## src/rtl/seg7_pkg.sv

```systemverilog
`default_nettype none
// ============================================================================
//  Module   : seg7_pkg
//  Purpose  : Shared constants and types for the seven-segment digit receiver.
//             Segment codes use the bus order {g,f,e,d,c,b,a}, active-high.
//  Contents : c_digit_w      - width of a decoded digit
//             c_seg_0..9     - segment codes of the ten decimal digits
//             c_seg_blank    - all segments off
//             rx_state_t     - receiver lock state
//  Revision : 1.0 - initial release
// ============================================================================
package seg7_pkg;

    localparam int c_digit_w = 4;

    localparam logic [6:0] c_seg_blank = 7'h00;
    localparam logic [6:0] c_seg_0     = 7'h3F;
    localparam logic [6:0] c_seg_1     = 7'h06;
    localparam logic [6:0] c_seg_2     = 7'h5B;
    localparam logic [6:0] c_seg_3     = 7'h4F;
    localparam logic [6:0] c_seg_4     = 7'h66;
    localparam logic [6:0] c_seg_5     = 7'h6D;
    localparam logic [6:0] c_seg_6     = 7'h7D;
    localparam logic [6:0] c_seg_7     = 7'h07;
    localparam logic [6:0] c_seg_8     = 7'h7F;
    localparam logic [6:0] c_seg_9     = 7'h6F;

    // UNLOCKED: no reference digit for the sequence check yet.
    typedef enum logic [0:0] {
        ST_UNLOCKED = 1'b0,
        ST_LOCKED   = 1'b1
    } rx_state_t;

endpackage
`default_nettype wire

```

## src/rtl/seg7_decode.sv

```systemverilog
`default_nettype none
// ============================================================================
//  Module   : seg7_decode
//  Purpose  : Combinational seven-segment pattern decoder.
//  Ports    : pattern (in, 7)  - segment bus {g,f,e,d,c,b,a}
//             digit   (out, 4) - decoded value 0..9 (0 when not a digit)
//             valid   (out, 1) - pattern is one of the ten digit codes
//             blank   (out, 1) - pattern is all segments off
//  Revision : 1.0 - initial release
// ============================================================================
module seg7_decode
    import seg7_pkg::*;
(
    input  logic [6:0]           pattern,
    output logic [c_digit_w-1:0] digit,
    output logic                 valid,
    output logic                 blank
);

    always_comb begin
        digit = '0;
        valid = 1'b1;
        blank = 1'b0;
        case (pattern)
            c_seg_0:     digit = 4'd0;
            c_seg_1:     digit = 4'd1;
            c_seg_2:     digit = 4'd2;
            c_seg_3:     digit = 4'd3;
            c_seg_4:     digit = 4'd4;
            c_seg_5:     digit = 4'd5;
            c_seg_6:     digit = 4'd6;
            c_seg_7:     digit = 4'd7;
            c_seg_8:     digit = 4'd8;
            c_seg_9:     digit = 4'd9;
            c_seg_blank: begin
                valid = 1'b0;
                blank = 1'b1;
            end
            default:     valid = 1'b0;
        endcase
    end

endmodule
`default_nettype wire

```

## src/rtl/seg7_digit_receiver.sv

```systemverilog
`default_nettype none
// ============================================================================
//  Module   : seg7_digit_receiver
//  Purpose  : Receives an asynchronous seven-segment bus, filters glitches,
//             decodes digits, checks that digits count up modulo 10 and
//             measures the interval between successive digits.
//  Ports    : clk, reset (sync, active-high)
//             seg_in       (in, 7)         - {g,f,e,d,c,b,a}, asynchronous
//             digit        (out, 4)        - last accepted digit
//             digit_valid  (out, 1)        - pulse on digit update
//             pattern_err  (out, 1)        - pulse on accepted invalid code
//             seq_err      (out, 1)        - pulse on out-of-sequence digit
//             err_count    (out, 8)        - saturating error count
//             period       (out, PERIOD_W) - cycles between last two digits
//             period_valid (out, 1)        - pulse on period update
//  Revision : 1.0 - initial release
// ============================================================================
module seg7_digit_receiver
    import seg7_pkg::*;
#(
    parameter int STABLE_CYCLES = 4,
    parameter int PERIOD_W      = 24
) (
    input  logic                 clk,
    input  logic                 reset,
    input  logic [6:0]           seg_in,
    output logic [c_digit_w-1:0] digit,
    output logic                 digit_valid,
    output logic                 pattern_err,
    output logic                 seq_err,
    output logic [7:0]           err_count,
    output logic [PERIOD_W-1:0]  period,
    output logic                 period_valid
);

    localparam logic [3:0]          c_stable_last = 4'(STABLE_CYCLES - 1);
    localparam logic [3:0]          c_stable_max  = 4'(STABLE_CYCLES);
    localparam logic [PERIOD_W-1:0] c_period_max  = {PERIOD_W{1'b1}};

    // ------------------------------------------------------------------
    // Synchronizer and stability filter
    // ------------------------------------------------------------------
    logic [6:0] r_sync1, r_sync2, r_cand, r_last;
    logic [3:0] r_stab;
    logic       w_same, w_accept;

    assign w_same = (r_sync2 == r_cand);
    // The sample that completes the stable window is the accepting one;
    // the counter then parks at STABLE_CYCLES so it cannot fire again.
    assign w_accept = w_same && (r_stab == c_stable_last) && (r_sync2 != r_last);

    always_ff @(posedge clk) begin
        if (reset) begin
            r_sync1 <= '0;
            r_sync2 <= '0;
            r_cand  <= '0;
            r_last  <= '0;
            r_stab  <= '0;
        end else begin
            r_sync1 <= seg_in;
            r_sync2 <= r_sync1;
            if (!w_same) begin
                r_cand <= r_sync2;
                r_stab <= 4'd1;
            end else if (r_stab != c_stable_max) begin
                r_stab <= r_stab + 4'd1;
            end
            if (w_accept) begin
                r_last <= r_sync2;
            end
        end
    end

    // ------------------------------------------------------------------
    // Decode
    // ------------------------------------------------------------------
    logic [c_digit_w-1:0] w_dec_digit;
    logic                 w_dec_valid, w_dec_blank;

    seg7_decode u_decode (
        .pattern (r_sync2),
        .digit   (w_dec_digit),
        .valid   (w_dec_valid),
        .blank   (w_dec_blank)
    );

    // ------------------------------------------------------------------
    // Lock FSM, sequence check, period and error counters
    // ------------------------------------------------------------------
    rx_state_t            r_state;
    logic [c_digit_w-1:0] r_digit;
    logic                 r_digit_valid, r_pattern_err, r_seq_err, r_period_valid;
    logic [7:0]           r_err_count;
    logic [PERIOD_W-1:0]  r_period, r_pcnt;

    logic [c_digit_w-1:0] w_next_digit;
    logic [PERIOD_W-1:0]  w_pcnt_inc;
    logic                 w_digit_acc, w_invalid_acc, w_blank_acc, w_seq_fail;

    assign w_next_digit  = (r_digit == 4'd9) ? 4'd0 : r_digit + 4'd1;
    assign w_pcnt_inc    = (r_pcnt == c_period_max) ? r_pcnt : r_pcnt + 1'b1;
    assign w_digit_acc   = w_accept && w_dec_valid;
    assign w_blank_acc   = w_accept && w_dec_blank;
    assign w_invalid_acc = w_accept && !w_dec_valid && !w_dec_blank;
    assign w_seq_fail    = w_digit_acc && (r_state == ST_LOCKED)
                           && (w_dec_digit != w_next_digit);

    always_ff @(posedge clk) begin
        if (reset) begin
            r_state        <= ST_UNLOCKED;
            r_digit        <= '0;
            r_digit_valid  <= 1'b0;
            r_pattern_err  <= 1'b0;
            r_seq_err      <= 1'b0;
            r_period_valid <= 1'b0;
            r_err_count    <= '0;
            r_period       <= '0;
            r_pcnt         <= '0;
        end else begin
            r_digit_valid  <= 1'b0;
            r_pattern_err  <= 1'b0;
            r_seq_err      <= 1'b0;
            r_period_valid <= 1'b0;

            if (r_state == ST_LOCKED) begin
                r_pcnt <= w_pcnt_inc;
            end

            if ((w_seq_fail || w_invalid_acc) && (r_err_count != 8'hFF)) begin
                r_err_count <= r_err_count + 8'd1;
            end

            case (r_state)
                ST_UNLOCKED: begin
                    if (w_digit_acc) begin
                        r_digit       <= w_dec_digit;
                        r_digit_valid <= 1'b1;
                        r_pcnt        <= '0;
                        r_state       <= ST_LOCKED;
                    end
                end
                ST_LOCKED: begin
                    if (w_digit_acc) begin
                        r_digit        <= w_dec_digit;
                        r_digit_valid  <= 1'b1;
                        r_seq_err      <= w_seq_fail;
                        // Counter was cleared at the previous digit, so the
                        // elapsed edge count is one more than its value.
                        r_period       <= w_pcnt_inc;
                        r_period_valid <= 1'b1;
                        r_pcnt         <= '0;
                    end else if (w_blank_acc) begin
                        r_state <= ST_UNLOCKED;
                    end
                end
                default: r_state <= ST_UNLOCKED;
            endcase

            if (w_invalid_acc) begin
                r_pattern_err <= 1'b1;
            end
        end
    end

    assign digit        = r_digit;
    assign digit_valid  = r_digit_valid;
    assign pattern_err  = r_pattern_err;
    assign seq_err      = r_seq_err;
    assign err_count    = r_err_count;
    assign period       = r_period;
    assign period_valid = r_period_valid;

endmodule
`default_nettype wire

```

## config.mk

```make
export PLATFORM = sky130hd
export DESIGN_NAME = seg7_digit_receiver
export DESIGN_NICKNAME = d
export VERILOG_FILES = /design/src/rtl/seg7_pkg.sv /design/src/rtl/seg7_decode.sv /design/src/rtl/seg7_digit_receiver.sv
export SDC_FILE = /design/constraint.sdc
export NUM_CORES = 1
export LEC_CHECK = 0
export CORE_UTILIZATION = 56
export CTS_CLUSTER_DIAMETER = 100
export DETAILED_ROUTE_END_ITERATION = 10
export PLACE_DENSITY = 0.83
export SYNTH_ARGS = -nofsm -noshare
export SYNTH_HDL_FRONTEND = slang
export SYNTH_HIERARCHICAL = 1
export SYNTH_SLANG_ARGS = --single-unit
```

## constraint.sdc

```tcl
create_clock -name clk -period 3.2 [get_ports clk]
set_input_delay 0.64 -clock clk [delete_from_list [all_inputs] [get_ports clk]]
set_output_delay 0.64 -clock clk [all_outputs]
set_load 0.05 [all_outputs]
```

After elaboration in Yosys (flattened, before gate mapping)
Cells that the tools add are included.
Widths: inputs -> output; s select.
{"block": "totals", "regBits": 97, "inputBits": 9, "out_inout_bits": 40, "wordCells": 75}
{"block": "classes", "addsub": 4, "n_eq_ne": 19, "mux": 15, "bitwise": 3, "reduce_logical": 19}
{"op": "$mux 24", "n": 3}
{"op": "$eq 7x7->1 const B", "n": 7}
{"op": "$pmux 4 s9", "n": 1}
{"op": "$add 24x1->24 const B", "n": 1}
{"op": "$eq 24x24->1 const B", "n": 1}
{"op": "$eq 7x3->1 const B", "n": 2}
{"op": "$reduce_or 10->1", "n": 1}
{"op": "$logic_and 1x1->1", "n": 9}
{"op": "$add 4x1->4 const B", "n": 2}
{"op": "$add 8x1->8 const B", "n": 1}
{"op": "$mux 1", "n": 8}
{"op": "$mux 4", "n": 2}
{"op": "$ne 8x8->1 const B", "n": 1}
{"op": "$eq 7x6->1 const B", "n": 1}
{"op": "$eq 7x7->1", "n": 1}
{"op": "$logic_not 7->1", "n": 1}
{"op": "$ne 7x7->1", "n": 1}
{"op": "$eq 4x2->1 const B", "n": 1}
{"op": "$eq 4x4->1 const B", "n": 1}
{"op": "$ne 4x3->1 const B", "n": 1}
{"op": "$ne 4x4->1", "n": 1}
{"op": "$reduce_or 2->1", "n": 2}
{"op": "$not 1->1", "n": 3}
{"op": "$reduce_or 3->1", "n": 1}
{"op": "6 further kinds", "n": 7}

Longest topological paths before layout
Gate-level depths: netlist of run 1.
{"block": "logic_depth", "depth_word": 8, "mapped_depth": 12, "depth_no_buf": 10}

Modules after synthesis
The synthesis of run 1 kept the hierarchy.
{"module": "seg7_digit_receiver", "n_inst": 1, "cells_each": 493, "area_each_um2": 4352.9}
{"module": "seg7_decode", "n_inst": 1, "cells_each": 26, "area_each_um2": 177.7}

Least setup slack after synthesis of run 1
No wires, ideal clock.
{"block": "synth_timing", "path_type": "reg2reg", "from": "register r_sync2[0]", "to": "register r_err_count[7] (netlist: err_count[7])", "t_arrival_ps": 2813, "required_ps": 3077, "path_slack_ps": 264, "stages_incl_launch_ff": 10, "path_buffers": 1, "synth_period_minus_slack_ps": 2936, "path_cell_list": "dfxtp_1 nand2_1 o41ai_1 and4_1 o211ai_1 and3_1 a32oi_1 buf_2 nor4_1 mux2_1"}
{"block": "synth_between", "word_cells_on_any_way": 29}
{"item": "start, declared", "line_no": "seg7_digit_receiver.sv:43", "source": "logic [6:0] r_sync1, r_sync2, r_cand, r_last;"}
{"item": "start signal, assigned", "line_no": "seg7_digit_receiver.sv:61", "source": "r_sync2 <= r_sync1;"}
{"item": "$eq 7x7->1 or $eq 7x3->1 (tied branches)", "line_no": "seg7_decode.sv:24", "source": "case (pattern)"}
{"item": "$pmux 4 s9 *", "line_no": "seg7_decode.sv:24"}
{"item": "named net w_dec_digit[1]", "line_no": "seg7_digit_receiver.sv:77", "source": "logic [c_digit_w-1:0] w_dec_digit;"}
{"item": "$ne 4x4->1 *", "line_no": "seg7_digit_receiver.sv:106", "source": "&& (w_dec_digit != w_next_digit);"}
{"item": "$logic_and 1x1->1 *", "line_no": "seg7_digit_receiver.sv:106"}
{"item": "$logic_or 1x1->1 *", "line_no": "seg7_digit_receiver.sv:129", "source": "if ((w_seq_fail || w_invalid_acc) && (r_err_count != 8'hFF)) begin"}
{"item": "$logic_and 1x1->1 *", "line_no": "seg7_digit_receiver.sv:129"}
{"item": "end signal, assigned", "line_no": "seg7_digit_receiver.sv:130", "source": "r_err_count <= r_err_count + 8'd1;"}
{"item": "end, declared", "line_no": "seg7_digit_receiver.sv:93", "source": "logic [7:0] r_err_count;"}
Mark *: on every way through the listed nets, which the timed path passes. The rest lies on a longest branch.
A chain may end at the register's enable or synchronous reset.

Final worst setup path of run 1
{"block": "layout_timing", "from": "register r_sync2[5]", "to": "register r_err_count[7] (netlist: err_count[7])"}
Same word-level chain as after synthesis.

==> impl_metrics.json, run 1 <==
{
  "wl_per_cell_um": 14.8,
  "grt_pass1_wl_um": 16200,
  "std_cell_rows": 32,
  "die_area_um2": 8450,
  "drc": 0,
  "fp.dieH_um": 91.9,
  "crit_arrival_ns": 3.26,
  "yosysWarnings": 6,
  "cap_viol_max_count": 0,
  "endpoint_kind": "register",
  "crit_chain": "buf_4 > nand4_1 > nor3b_1 > o21ai_0 > o41ai_2 > nor4_1 > o211ai_1 > and3_1 > a32oi_1 > buf_4 > nor4_1 > mux2_1",
  "cp_num_buf_inv": 2,
  "async_flop_share_pct": 0,
  "setup_tns_ns": 0,
  "cts_sinks": 97,
  "cp_top_family": "simple AND/OR/NAND/NOR gates",
  "antenna_left": 0,
  "critPathMaxFanout": 13,
  "ys_ff_latch": 97,
  "hold_path_class": "reg -> reg",
  "numPortBuffers": 48,
  "area_delta_synth_final_pct": 16.9,
  "drt_pass1_iterations": 5,
  "tightestPinTransition_ns": 0.926,
  "start_util_pct": 58.3,
  "antenna_found_initial": 0,
  "cts_made_buffers": 9,
  "cp-start-kind": "register",
  "cts_root_buffer": "clkbuf_8",
  "drv_slew": 0,
  "synth_cell_types": 54,
  "grt_max_degree": 46,
  "hold_viol": 0,
  "leakage_nw": 1.87,
  "drive_gt1_share_pct": 6.76,
  "antenna_cells": 0,
  "synth_flop_cell": "dfxtp_1",
  "clockBufferDepth": 2,
  "post_cts.repair.setup_buffers": 0,
  "path_clk_slew_ns": 0.10,
  "fp.dieW_um": 91.9,
  "worstSkewPairLatency_ns": 0.36,
  "path_class": "reg -> reg",
  "via_per_inst": 5.69,
  "grtUsageTotal_pct": 23.9,
  "slowest_delay_ns": 0.38,
  "layout.nets": 571,
  "h-tree-depth": 3,
  "powerDensity_nw_per_um2": 401,
  "fin_worst_skew_ns": 0.0130,
  "core-area_um2": 7770,
  "rrSetupSlack_ns": 0.20,
  "vias": 3778,
  "setup_viol": 0,
  "syn-num-nets": 532,
  "tritoncts": "yes",
  "io_pins": 49,
  "syn_area_um2": 4530,
  "globalplace.congestion": 0.846,
  "postCtsHoldBufs": 0,
  "grt_pass1_vias": 3452,
  "seq_area_frac_synth_pct": 42.9,
  "utilization_pct": 68.2,
  "hpwl_um": 6840,
  "required_ns": 3.46,
  "slew_headroom_pct": 37.7,
  "status": "complete, no violations",
  "synth_edf_count": 0,
  "syn-instance-count": 519,
  "post-route-period-util_pct": 93.7,
  "totalWireLength_um": 9800,
  "cts-resized-gates": 0,
  "grt_overflow": 0,
  "slowest_stage": "dfxtp_1",
  "max_freq_mhz": 334,
  "ir_drop_v": 0.000190,
  "drt-initial-drc-count": 253,
  "avgSynthCellArea_um2": 8.73,
  "fin_crit_ns": 3.00
}
layout by cell type, fill, tap and decap left out, types with 3 or more instances in the layout:
cell	count
nor3b_1	3
xnor2_1	21
nand4_1	16
xor2_1	37
mux2i_1	16
o31ai_1	5
a21oi_1	17
inv_1	11
and4_1	4
clkdlybuf4s50_1	47
nand2b_1	6
o211ai_1	3
and3_1	6
or4_1	4
a211oi_1	20
ha_1	4
dfxtp_1	96
buf_4	14
clkbuf_8	10
nor2b_1	23
nand3_1	22
nor4_1	13
o21ai_0	10
or3_1	6
nor2_1	74
nand2_1	28
nor3_1	7
power breakdown:
part	internal, mW	switching, mW	total, mW
sequential	1.22	0.00812	1.23
combinational	0.0418	0.0615	0.103
clock	0.380	0.410	0.791
total	1.64	0.480	2.12
final timing paths:
check,start,endpoint,depth (start not counted)
hold reg to reg,r_sync1[0],r_sync2[0],1
hold / removal,r_sync1[0],r_sync2[0],1
setup / recovery,r_sync2[5],err_count[7],12
setup reg to reg,r_sync2[5],err_count[7],12
routing by layer:
| metal | track usage [%] | wire length [µm] | share of wire [%] |
|---|---|---|---|
| met5 | 0 | 0 | 0 |
| met1 | 31.5 | 4540 | 46 |
| met2 | 38.6 | 4620 | 47 |
| met3 | 4.48 | 431 | 4.4 |
| met4 | 9.77 | 213 | 2.2 |
stage by stage:
step | cell area, µm² | power (mW) | setup WS (ns) | hold slack (ns) | instances
finish | 5300 | 2.12 | 0.202 | 0.461 | 664
global route | 5300 | 2.20 | -0.00779 | 0.472 | 664
CTS | 5290 | 2.13 | 0.0442 | 0.461 | 664
detailed placement | 5090 | 1.36 | 0.0274 | 0.440 | 649
global placement | 5090 | 1.35 | 0.240 | 0.451 | 649
floorplan | 4530 | 1.32 | 0.264 | 0.414 | 519
worst register-to-register path: cells and delay by family, from the launching register on:
kind / cells / cell delay (ns)
AOI/OAI and AO/OA: 4 / 0.65
buffers and inverters: 2 / 0.39
DFF: 1 / 0.38
muxes: 1 / 0.35
and+or+nand+nor: 5 / 1.13
cells in the mapped netlist, drive strengths merged, types with 2 or more instances:
cell / n / area (µm²)
ha: 4 / 50.1
a211oi: 20 / 150
or2: 3 / 18.8
and4: 4 / 35.0
nor3b: 4 / 30.0
mux2: 2 / 22.5
nand2b: 6 / 37.5
xnor2: 21 / 184
o21ai: 10 / 50.1
and3: 6 / 37.5
a21oi: 17 / 85.1
mux2i: 16 / 160
buf: 12 / 70.1
clkbuf: 22 / 82.6
dfxtp: 97 / 1940
or4: 4 / 30.0
nor4: 15 / 106
and2: 2 / 12.5
a311oi: 2 / 17.5
nor2b: 23 / 144
o2111ai: 2 / 17.5
nand2: 28 / 105
nand3: 22 / 110
o31ai: 5 / 37.5
o211ai: 3 / 22.5
or3b: 3 / 26.3
xor2: 37 / 324
inv: 11 / 41.3
or3: 6 / 37.5
nand4: 16 / 100
nor2: 74 / 278
nor3: 8 / 45.0
kinds of logic after synthesis:
kind of cell,share of synthesized area [%]
xor gates and xnor gates,11.2
adders and majority gates,1.10
buffers and inverters,4.28
AOI/OAI and AO/OA,10.2
and+or+nand+nor,26.3
DFF,42.9
muxes,4.03
state kept, by name (all words and copies together) (netlist names), 4 cells and up:
register and cells:
r_stab 4, r_pcnt 24, digit 4, r_sync2 7, period 24, r_last 7
r_sync1 7, err_count 8, r_cand 7
cell type report:
type	count	area (µm²)
Fill cell	645	2470
Tap cell	102	128
Clock buffer	11	141
Sequential cell	97	1940
Inverter	11	41.3
Clock inverter	4	53.8
Multi-Input combinational cell	377	2410
Timing Repair Buffer	62	581
No activity file was read; power rests on OpenSTA's default activity.
==> run 2: changes to the inputs <==
CAP_MARGIN = 20   (was not set)
==> run 2 against run 1 <==
  * Cell area increased by 0.17%
  * Worst setup slack better by 0.036 ns
  * Core utilization up 0.11 points
  * Die area did not move
  * Global-route usage unchanged
  * Sequential share of layout area is 0.061 points lower
  * Sequential power hardly changed
  * Final cell count up 0.15%
  * Non-clock buffer count rose by 1
  * Clock-buffer cell count did not move
  * Clock skew decreased by 0.00065 ns
  * Highest routed layer unchanged
==> impl_metrics.json, run 2 (synthesis results as in run 1) <==
{
  "rsz0062_at_grt": "false",
  "drc": 0,
  "pre_cts_slack_ns": 0.0274,
  "cap_viol_max_count": 0,
  "antenna_cells": 0,
  "post-route-period-util_pct": 92.6,
  "std_cell_rows": 32,
  "ir_drop_v": 0.000194,
  "antenna_left": 0,
  "cts-resized-gates": 0,
  "crit_arrival_ns": 3.22,
  "area_delta_synth_final_pct": 17.1,
  "path_class": "reg -> reg",
  "utilization_pct": 68.3,
  "wl_per_cell_um": 14.7,
  "io_pins": 49,
  "grtUsageTotal_pct": 23.9,
  "clockBufferDepth": 2,
  "via_per_inst": 5.67,
  "endpoint_kind": "register",
  "post_cts.repair.setup_buffers": 0,
  "max_freq_mhz": 338,
  "postLayoutSetupSlackWorst_ns": 0.238,
  "rrSetupSlack_ns": 0.24,
  "cts_made_buffers": 9,
  "setup_tns_ns": 0,
  "pwr-share-comb_pct": 4.8,
  "num-fill-cells": 640,
  "tightestPinTransition_ns": 0.925,
  "seqPwrFrac_pct": 57.8,
  "mostFrequentLayoutCells": "96 x dfxtp_1, 74 x nor2_1, 47 x clkdlybuf4s50_1, 37 x xor2_1, 28 x nand2_1",
  "h-tree-depth": 3,
  "min_path_cells": 1,
  "reg2reg_from": "r_sync2[3]",
  "numPortBuffers": 48,
  "grt_max_degree": 46,
  "worstSkewPairLatency_ns": 0.36,
  "cts_sinks": 97,
  "critPathMaxFanout": 13,
  "fp.dieW_um": 91.9,
  "tritoncts": "yes",
  "slew_headroom_pct": 37.8,
  "hold_path_class": "reg -> reg",
  "start_util_pct": 58.3,
  "fin_worst_skew_ns": 0.0123,
  "p_switching_mw": 0.482,
  "swShare_pct": 22.7,
  "core-area_um2": 7770,
  "status": "complete, no violations",
  "grt_pass1_vias": 3452,
  "layout.nets": 572,
  "setup_viol": 0,
  "drt_pass1_iterations": 4,
  "path_clk_slew_ns": 0.10,
  "totalWireLength_um": 9800,
  "die_area_um2": 8450,
  "postCtsHoldBufs": 0,
  "antenna_found_initial": 0,
  "fp.dieH_um": 91.9,
  "final_common_cell": "dfxtp_1",
  "timing.rr.end": "err_count[7]",
  "cp-start-kind": "register",
  "required_ns": 3.46,
  "hold_viol": 0,
  "p_int_mw": 1.64,
  "vias": 3772,
  "hpwl_um": 6840,
  "drv_slew": 0,
  "drive_gt1_share_pct": 7.10,
  "fin_crit_ns": 2.96,
  "drt-initial-drc-count": 225,
  "hold_start": "r_sync1[0]",
  "grt_pass1_wl_um": 16200,
  "leakage_nw": 1.87,
  "cts_root_buffer": "clkbuf_8",
  "reg2reg_depth": 13,
  "powerDensity_nw_per_um2": 400,
  "p_clk_share_pct": 37.3,
  "globalplace.congestion": 0.846,
  "grt_overflow": 0,
  "min_to": "r_sync2[0]"
}
-- run 2: changes by cell type in the layout (fill, tap and decap cells not counted) --
cell / before / now
nor3b_2: 1 / 2
clkbuf_2: 0 / 1
nor3b_1: 3 / 2
o41ai_1: 0 / 1
nor4_1: 13 / 12
o41ai_2: 1 / 0
nor4_2: 2 / 3
-- run 2: metal layers --
layer	global-route usage (%)	share of wire, %	vias up
li1	-	-	1897
met1	31.5	46	1763
met2	38.6	47	90
met3	4.48	4.1	22
met4	9.77	2.1	0
met5	0	0	-
-- run 2: worst max-delay path, stage by stage (launching register included) --
cell	delay, ns
dfxtp_1	0.38
buf_4	0.19
nand4_1	0.17
nor3b_2	0.25
o21ai_0	0.13
o41ai_1	0.08
clkbuf_2	0.24
nor4_1	0.07
o211ai_1	0.20
and3_1	0.21
a32oi_1	0.10
buf_4	0.19
nor4_1	0.31
mux2_1	0.35
-- run 2: power by group through the flow --
stage               logic (mW)  registers, mW  clock network (mW)
floorplan               0.0644           1.26                   0
global placement        0.0995           1.25                   0
detailed placement       0.102           1.26                   0
CTS                      0.102           1.23               0.800
global route             0.112           1.23               0.853
finish                   0.103           1.23               0.793
-- run 2: cell type report --
| class | count | area (µm²) | area share [%] |
|---|---|---|---|
| multi-input combinational | 377 | 2410 | 45.5 |
| clock inverter | 4 | 53.8 | 1.01 |
| sequential | 97 | 1940 | 36.6 |
| timing repair buffer | 63 | 586 | 11.0 |
| inverter | 11 | 41.3 | 0.778 |
| clock buffer | 11 | 141 | 2.67 |
| tap | 102 | 128 | 2.41 |
-- run 2: worst max path at each step --
stage / start / end / slack, ns / depth (start not counted)
floorplan: r_sync2[0] / err_count[7] / 0.26 / 9
global placement: r_sync2[6] / err_count[6] / 0.24 / 9
detailed placement: r_sync2[6] / err_count[7] / 0.03 / 9
CTS: r_sync2[6] / err_count[7] / 0.04 / 9
global route: r_sync2[3] / err_count[6] / 0.05 / 13
finish: r_sync2[3] / err_count[7] / 0.24 / 13
-- run 2: through the flow --
stage / cells / hold slack [ns] / area (µm²) / total power [mW]
finish: 665 / 0.461 / 5300 / 2.12
global route: 665 / 0.472 / 5300 / 2.19
CTS: 664 / 0.461 / 5290 / 2.13
detailed placement: 649 / 0.440 / 5090 / 1.36
global placement: 649 / 0.451 / 5090 / 1.35
floorplan: 519 / 0.414 / 4530 / 1.32
==> run 3: changes to the inputs <==
SLEW_MARGIN = 10   (was not set)
==> run 3 against run 2 <==
  * Combinational power hardly changed
  * Critical path depth stayed put
  * Die area stayed put
  * Global-route usage stayed put
  * Final cell count stayed put
  * Worst setup slack worse by 0.076 ns
  * Clock skew is 0.0015 ns higher
  * Non-clock buffer count stayed put
  * Core utilization stayed put
  * Clock-buffer cell count stayed put
  * Via count is 0.69% higher
  * Clock power hardly changed
  * Critical path type unchanged
  * Largest cell class unchanged
==> impl_metrics.json, run 3 (synthesis results as in run 1) <==
{
  "layout.nets": 572,
  "start_util_pct": 58.3,
  "slowest_delay_ns": 0.38,
  "path_clk_slew_ns": 0.10,
  "core-area_um2": 7770,
  "status": "complete, no violations",
  "cts_sinks": 97,
  "hpwl_um": 6840,
  "fin_worst_skew_ns": 0.0138,
  "grt_max_degree": 46,
  "startpoint": "r_sync2[3]",
  "ir_drop_v": 0.000194,
  "drv_slew": 0,
  "via_per_inst": 5.71,
  "pre_cts_slack_ns": 0.0274,
  "timing.rr.end": "err_count[7]",
  "area_delta_synth_final_pct": 17.1,
  "fp.dieW_um": 91.9,
  "crit_chain": "buf_4 > nand4_1 > nor3b_2 > o21ai_0 > o41ai_1 > clkbuf_2 > nor4_1 > o211ai_1 > and3_1 > a32oi_1 > buf_4 > nor4_1 > mux2_1",
  "grt_pass1_vias": 3452,
  "leakage_nw": 1.87,
  "cp_num_cells": 13,
  "die_area_um2": 8450,
  "setup_viol": 0,
  "final_common_cell": "dfxtp_1",
  "grt_pass1_wl_um": 16200,
  "grtUsageTotal_pct": 23.9,
  "slowest_stage": "dfxtp_1",
  "drt-initial-drc-count": 223,
  "cp_num_buf_inv": 3,
  "h-tree-depth": 3,
  "cap_viol_max_count": 0,
  "antenna_found_initial": 0,
  "powerDensity_nw_per_um2": 400,
  "rrSetupSlack_ns": 0.16,
  "fin_crit_ns": 3.04,
  "reg2reg_from": "r_sync2[3]",
  "tritoncts": "yes",
  "drt_pass1_iterations": 5,
  "tightestPinTransition_ns": 0.910,
  "postCtsHoldBufs": 0,
  "worstSkewPairLatency_ns": 0.36,
  "post-route-period-util_pct": 94.9,
  "cp_top_family": "simple AND/OR/NAND/NOR gates",
  "grt_overflow": 0,
  "crit_arrival_ns": 3.30,
  "required_ns": 3.46,
  "fp.dieH_um": 91.9,
  "globalplace.congestion": 0.846,
  "hold_viol": 0,
  "cts_root_buffer": "clkbuf_8",
  "hold_path_class": "reg -> reg",
  "totalWireLength_um": 9890,
  "reg2reg_depth": 13,
  "numPortBuffers": 48,
  "worstSetupEndpoint": "err_count[7]",
  "placed_cells": 649,
  "drc": 0,
  "antenna_left": 0,
  "slew_headroom_pct": 38.7,
  "drive_gt1_share_pct": 7.10,
  "clockBufferDepth": 2,
  "cts_made_buffers": 9,
  "path_class": "reg -> reg",
  "max_freq_mhz": 329,
  "io_pins": 49,
  "postLayoutSetupSlackWorst_ns": 0.163,
  "critPathMaxFanout": 13,
  "vias": 3798,
  "cp-start-kind": "register",
  "antenna_cells": 0,
  "endpoint_kind": "register",
  "std_cell_rows": 32,
  "final_cells": 665,
  "mostFrequentLayoutCells": "96 x dfxtp_1, 74 x nor2_1, 47 x clkdlybuf4s50_1, 37 x xor2_1, 28 x nand2_1",
  "wl_per_cell_um": 14.9
}
-- run 3: layout make-up --
cell class / instances / area, µm²
clock buffer: 11 / 141
clock inverter: 4 / 53.8
fill: 641 / 2460
inverter: 11 / 41.3
multi-input combinational: 377 / 2410
sequential: 97 / 1940
tap: 102 / 128
timing repair buffer: 63 / 586
-- run 3: worst register-to-register path: stages (launching register included) --
cell and delay [ns]:
dfxtp_1 0.38, buf_4 0.19, nand4_1 0.17, nor3b_2 0.26, o21ai_0 0.13, o41ai_1 0.12, clkbuf_2 0.26, nor4_1 0.07
o211ai_1 0.20, and3_1 0.21, a32oi_1 0.10, buf_4 0.19, nor4_1 0.31, mux2_1 0.35
-- run 3: worst min-delay path by stage --
stage               startpoint          to  slack [ns]  cells after the start
floorplan           r_sync1[0]  r_sync2[0]        0.41                      1
global placement    r_sync1[3]  r_sync2[3]        0.45                      1
detailed placement  r_sync1[0]  r_sync2[0]        0.44                      1
CTS                 r_sync1[0]  r_sync2[0]        0.46                      1
global route        r_sync1[3]  r_sync2[3]        0.47                      1
finish              r_sync1[0]  r_sync2[0]        0.46                      1
-- run 3: repair_timing --
action / 4_1_cts / 5_1_grt
setup endpoints to repair: 0 / 6
setup buffers: 0 / 0
gates resized for setup: 0 / 3
-- run 3: power breakdown --
part           leakage (nW)  switching, mW  internal (mW)  total (mW)
clock                0.0916          0.412          0.380       0.792
sequential            0.785        0.00814           1.22        1.23
combinational         0.993         0.0614         0.0419       0.103
-- run 3: per-stage QoR --
stage	TNS [ns]	cell area (µm²)	power, mW	hold slack (ns)	util [%]
global route	-0.0127	5300	2.19	0.472	68.3
CTS	0	5290	2.13	0.461	68.1
global placement	0	5090	1.35	0.451	65.5
finish	0	5300	2.12	0.461	68.3
detailed placement	0	5090	1.36	0.440	65.5
floorplan	0	4530	1.32	0.414	-
-- run 3: routing by layer --
metal | part of all wire [%] | vias up | GRT usage (%)
li1 | - | 1900 | -
met1 | 47 | 1792 | 31.5
met2 | 47 | 83 | 38.6
met3 | 3.7 | 23 | 4.48
met4 | 2.2 | 0 | 9.77
met5 | 0 | - | 0
==> patch 1 (config.mk and constraints of run 3) <==
Set the parameter `PERIOD_W` to 28 (it was 24).
--- a/src/rtl/seg7_digit_receiver.sv
+++ b/src/rtl/seg7_digit_receiver.sv
@@ -19,7 +19,7 @@
     import seg7_pkg::*;
 #(
     parameter int STABLE_CYCLES = 4,
-    parameter int PERIOD_W      = 24
+    parameter int PERIOD_W      = 28
 ) (
     input  logic                 clk,
     input  logic                 reset,
Interface: changed (resized period); port bits go from 49 to 53. No check against the original RTL was run, so the function may have changed too.
==> patch 1 against run 3 <==
- sequential cell count is 8 higher
- cell count is 11% higher
- synthesized area is 13% higher
- first-iteration DRC count is 14% higher
- combinational power is 7% lower
- cell area is 11% higher
- core utilization is 1.3 points lower
- setup slack better by 0.13 ns
- non-clock buffer count is 3 lower
- count of clock-buffer cells in the layout is 1 lower
- clock power is 6.3% higher
- power is 7.1% higher
- wire length is 11% higher
- critical endpoint is now err_count[3]
==> patch 1: results (changes against run 3) <==
GRT
  – GRT Total Usage: 0.237 (-0.00268)
  – First-pass GRT wire length: 18800 microns (+16%)
  – Vias in the first global route: 3963 (+15%)
  – Largest net degree at the start of global routing: 78 (+70%)

Cells and area
  – Nets@finish: 636 (+11%)
  – Multi-input logic area: 0.00280 sq mm (+16%)
  – Layout cell share with drive strength beyond 1: 0.0828 (+0.0118)
  – Final non-filler cell total: 736 (+11%)
  – Fin area: 0.00587 sq mm (+11%)
  – Fillers: 713 (+11%)
  – Multi-In Gates: 438 (+16%)
  – Clock Network Area Fraction: 0.0346 (-0.00224)
  – Logic inverters: 9 (-2)

Setup path
  – Largest stage delay, worst path: 0.49 ns (+0.11 ns)
  – R2R setup slack: 0.29 ns (+0.13 ns)
  – Reg2reg path depth: 9 (-4)
  – FF-to-FF Start: r_sync2[6]
  – Worst Path Max Fanout: 11 (-2)
  – CP max stage cell: or4_1

Placed design
  – IO Port Bufs: 52 (+8.3%)
  – Area after DPL: 0.00565 sq mm (+11%)
  – Final GP Congestion: 0.853 (+0.83%)

Power
  – Power Combinational: 0.0961 mW (-7%)
  – Peak supply drop: 0.000234 V (+21%)
  – Comb pwr share: 0.042 (-0.007)
  – Int Power: 1.73 mW (+5.5%)

Logic synthesis
  – Unique cell type count in the Yosys netlist: 61 (+13%)
  – Cell count after synthesis: 587 (+13%)
  – Syn_nets: 600 (+13%)
  – Register area share after synthesis: 0.411 (-0.0172)
  – Synth top area cells: dfxtp_1 (41%), nor2_1 (6.5%), xnor2_1 (6.3%), xor2_1 (4.5%), a211oi_1 (3.4%)

Run status
  – Outcome: completed

Clocking
  – Clock Sinks: 105 (+8.2%)

Timing
  – Final Skew: 0.0126 ns (-0.00119 ns)
  – Slew HR: 0.471 (+0.0841)
  – WHS: 0.444 ns (-0.0168 ns)

Floorplanning
  – CORE AREA: 0.00876 sq mm (+13%)
## patch 1: metal layers
metal  vias up  share of wire  track usage
li1       2130              -            -
met2       137           0.45        0.372
met5         -              0            0
met4         0          0.014       0.0803
met1      1963           0.48        0.330
met3        14          0.056       0.0388
## patch 1: worst max-delay path by stage
stage	from	to	slack, ns	depth (start not counted)
3_3_place_gp	r_sync2[5]	err_count[0]	0.42	9
5_1_grt	r_sync2[3]	err_count[0]	0.06	9
2_1_floorplan	r_sync2[5]	err_count[7]	0.57	10
6_report	r_sync2[6]	err_count[3]	0.29	9
3_5_place_dp	r_sync2[3]	period[1]	0.19	10
4_1_cts	r_sync2[3]	period[1]	0.14	10
## patch 1: cells by family (layout without fill, tap and decap cells)
kind of cell,after synthesis,count (layout),synth area share
adder cells (fa/ha/maj),4,4,0.00979
flip-flops,105,105,0.411
AND/OR/NAND/NOR,275,275,0.280
XOR/XNOR,63,63,0.108
multiplexers,15,15,0.0301
buffers and inverters,44,85,0.0431
AO/OA/AOI/OAI,81,81,0.117
==> patch 2 (config.mk and constraints of run 3) <==
Made on the original files. Add an input register stage for `seg_in`, cleared by the reset; this delays it by one clock.
--- a/src/rtl/seg7_digit_receiver.sv
+++ b/src/rtl/seg7_digit_receiver.sv
@@ -37,6 +37,16 @@
     localparam logic [3:0]          c_stable_max  = 4'(STABLE_CYCLES);
     localparam logic [PERIOD_W-1:0] c_period_max  = {PERIOD_W{1'b1}};
 
+    logic [6:0] seg_q;
+
+    always_ff @(posedge clk) begin
+        if (reset) begin
+            seg_q <= '0;
+        end else begin
+            seg_q <= seg_in;
+        end
+    end
+
     // ------------------------------------------------------------------
     // Synchronizer and stability filter
     // ------------------------------------------------------------------
@@ -57,7 +67,7 @@
             r_last  <= '0;
             r_stab  <= '0;
         end else begin
-            r_sync1 <= seg_in;
+            r_sync1 <= seg_q;
             r_sync2 <= r_sync1;
             if (!w_same) begin
                 r_cand <= r_sync2;
Formal check against the unedited RTL: not equivalent (Yosys sat finds a counterexample within 10 cycles, from zero or initial values and one cycle with reset high).
==> patch 2 against run 3 <==
- synthesized area rose by 6.3%
- power is 3.0% higher
- setup slack gained 0.079 ns
- die area grew 6.2%
- sequential cell count grew 7
- cell count rose by 4.4%
- cell area up 4.5%
- wire length increased by 2.9%
- highest routed layer unchanged
==> patch 2: results (changes against run 3) <==
Run status
  – Outcome: completed

Drt
  – Final WL: 10200 microns (+2.9%)
  – Via/cell ratio: 5.72 (+0.21%)
  – Wire length per cell: 14.7 microns (-1.4%)
  – Routed wl met2: 4890 microns (+4.8%)
  – WL met1: 4680 microns (+0.80%)
  – Max Used Layer: met4

Power
  – Seq pwr share: 0.604 (+0.026)
  – Pwr Density: 395 mW/mm^2 (-1.4%)
  – Peak supply drop: 0.000214 V (+10%)
  – Leak: 1.93 nW (+3.0%)
  – Switch share: 0.248 (+0.0216)

Logic synthesis
  – Synth top area cells: dfxtp_1 (43%), nor2_1 (5.8%), xnor2_1 (5.3%), xor2_1 (5.3%), nor2b_1 (4.2%)
  – Syn_nets: 560 (+5.3%)
  – Post-synthesis xor/xnor area fraction: 0.105 (-0.00664)
  – Avg Inst Size Synth: 8.80 sq um (+0.86%)
  – Post-synthesis mux area share: 0.0338 (-0.00655)
  – Commonest cells in the netlist: dfxtp_1 (104), nor2_1 (74), nand2_1 (42)
  – Synth Area in Compound Gates: 0.115 (+0.0121)
  – Unique cell type count in the Yosys netlist: 57 (+5.6%)
  – Adder-Cell Fraction of Synth Area: 0.0104 (-0.000654)
  – Register area share after synthesis: 0.432 (+0.00371)

Setup path
  – WP data arrival: 3.25 ns (-0.05 ns)
  – Reg2reg path depth: 9 (-4)
  – R2R setup slack: 0.24 ns (+0.08 ns)
  – Worst Path Max Fanout: 12 (-1)
  – Crit path to: err_count[5]
  – FF-to-FF Start: r_sync2[0]
  – Largest stage delay, worst path: 0.58 ns (+0.20 ns)

GRT
  – Met2 usage: 0.405 (+0.0191)
  – Largest net degree at the start of global routing: 81 (+76%)
  – Met3 GRT Util: 0.0370 (-0.00774)
  – First-pass GRT wire length: 17200 microns (+6.1%)
  – Met1 usage: 0.320 (+0.00518)
  – GRT Total Usage: 0.244 (+0.00480)

Placed design
  – Cell Count Post-Placement: 678 (+4.5%)
  – Final GP Congestion: 0.862 (+1.9%)
  – Post-DP HPWL: 7130 microns (+4.3%)
  – Area after DPL: 0.00536 sq mm (+5.2%)
  – Pre-CTS WS: 0.198 ns (+0.170 ns)

Timing
  – Final Skew: 0.00985 ns (-0.00396 ns)
  – Period utilization: 0.925 (-0.0246)
  – Slew at the pin closest to its max-slew limit: 0.794 ns (-0.117 ns)

Cells and area
  – Fillers: 667 (+4.1%)
  – Nets@finish: 597 (+4.4%)
  – Reg area: 0.00209 sq mm (+7.3%)
  – Layout cell share with drive strength beyond 1: 0.0628 (-0.00823)

Floorplanning
  – Cell Rows: 33 (+3.1%)

Hold path
  – Hold Crit Start: seg_q[5]

Clocking
  – Clock root cell: clkbuf_8
  – H-tree lvl count: 3 (unchanged)
-- patch 2: changes by cell type in the layout (fill, tap and decap cells not counted), sizes merged, moves of 4 or more --
cell and change:
a21oi +4, nor2b +9, nand2 +14, nor3 +10
xnor2 +8, buf -7, dfxtp +7, xor2 -8
a211oi +4, nor4 -7
-- patch 2: worst min path at each step --
stage                     slack [ns]  cells past startpoint          to
after floorplan                 0.41                      1  r_sync1[0]
after global placement          0.42                      1  r_sync1[2]
after detailed placement        0.42                      1  r_sync2[1]
after CTS                       0.44                      1  r_sync1[5]
after global routing            0.46                      1  r_sync2[6]
final                           0.44                      1  r_sync1[5]
-- patch 2: worst max-delay path: cells and delay by family, from the launching register on --
family / cells / cell delay [ns]
simple gates: 5 / 1.39
flops: 1 / 0.58
compound gates: 4 / 0.89
-- patch 2: area by class of cell --
type                       instances  area share
multi-input combinational        407       0.467
inverter                           7     0.00474
tap                              105      0.0237
timing repair buffer              55      0.0953
sequential                       104       0.376
clock buffer                      10      0.0230
clock inverter                     6     0.00926
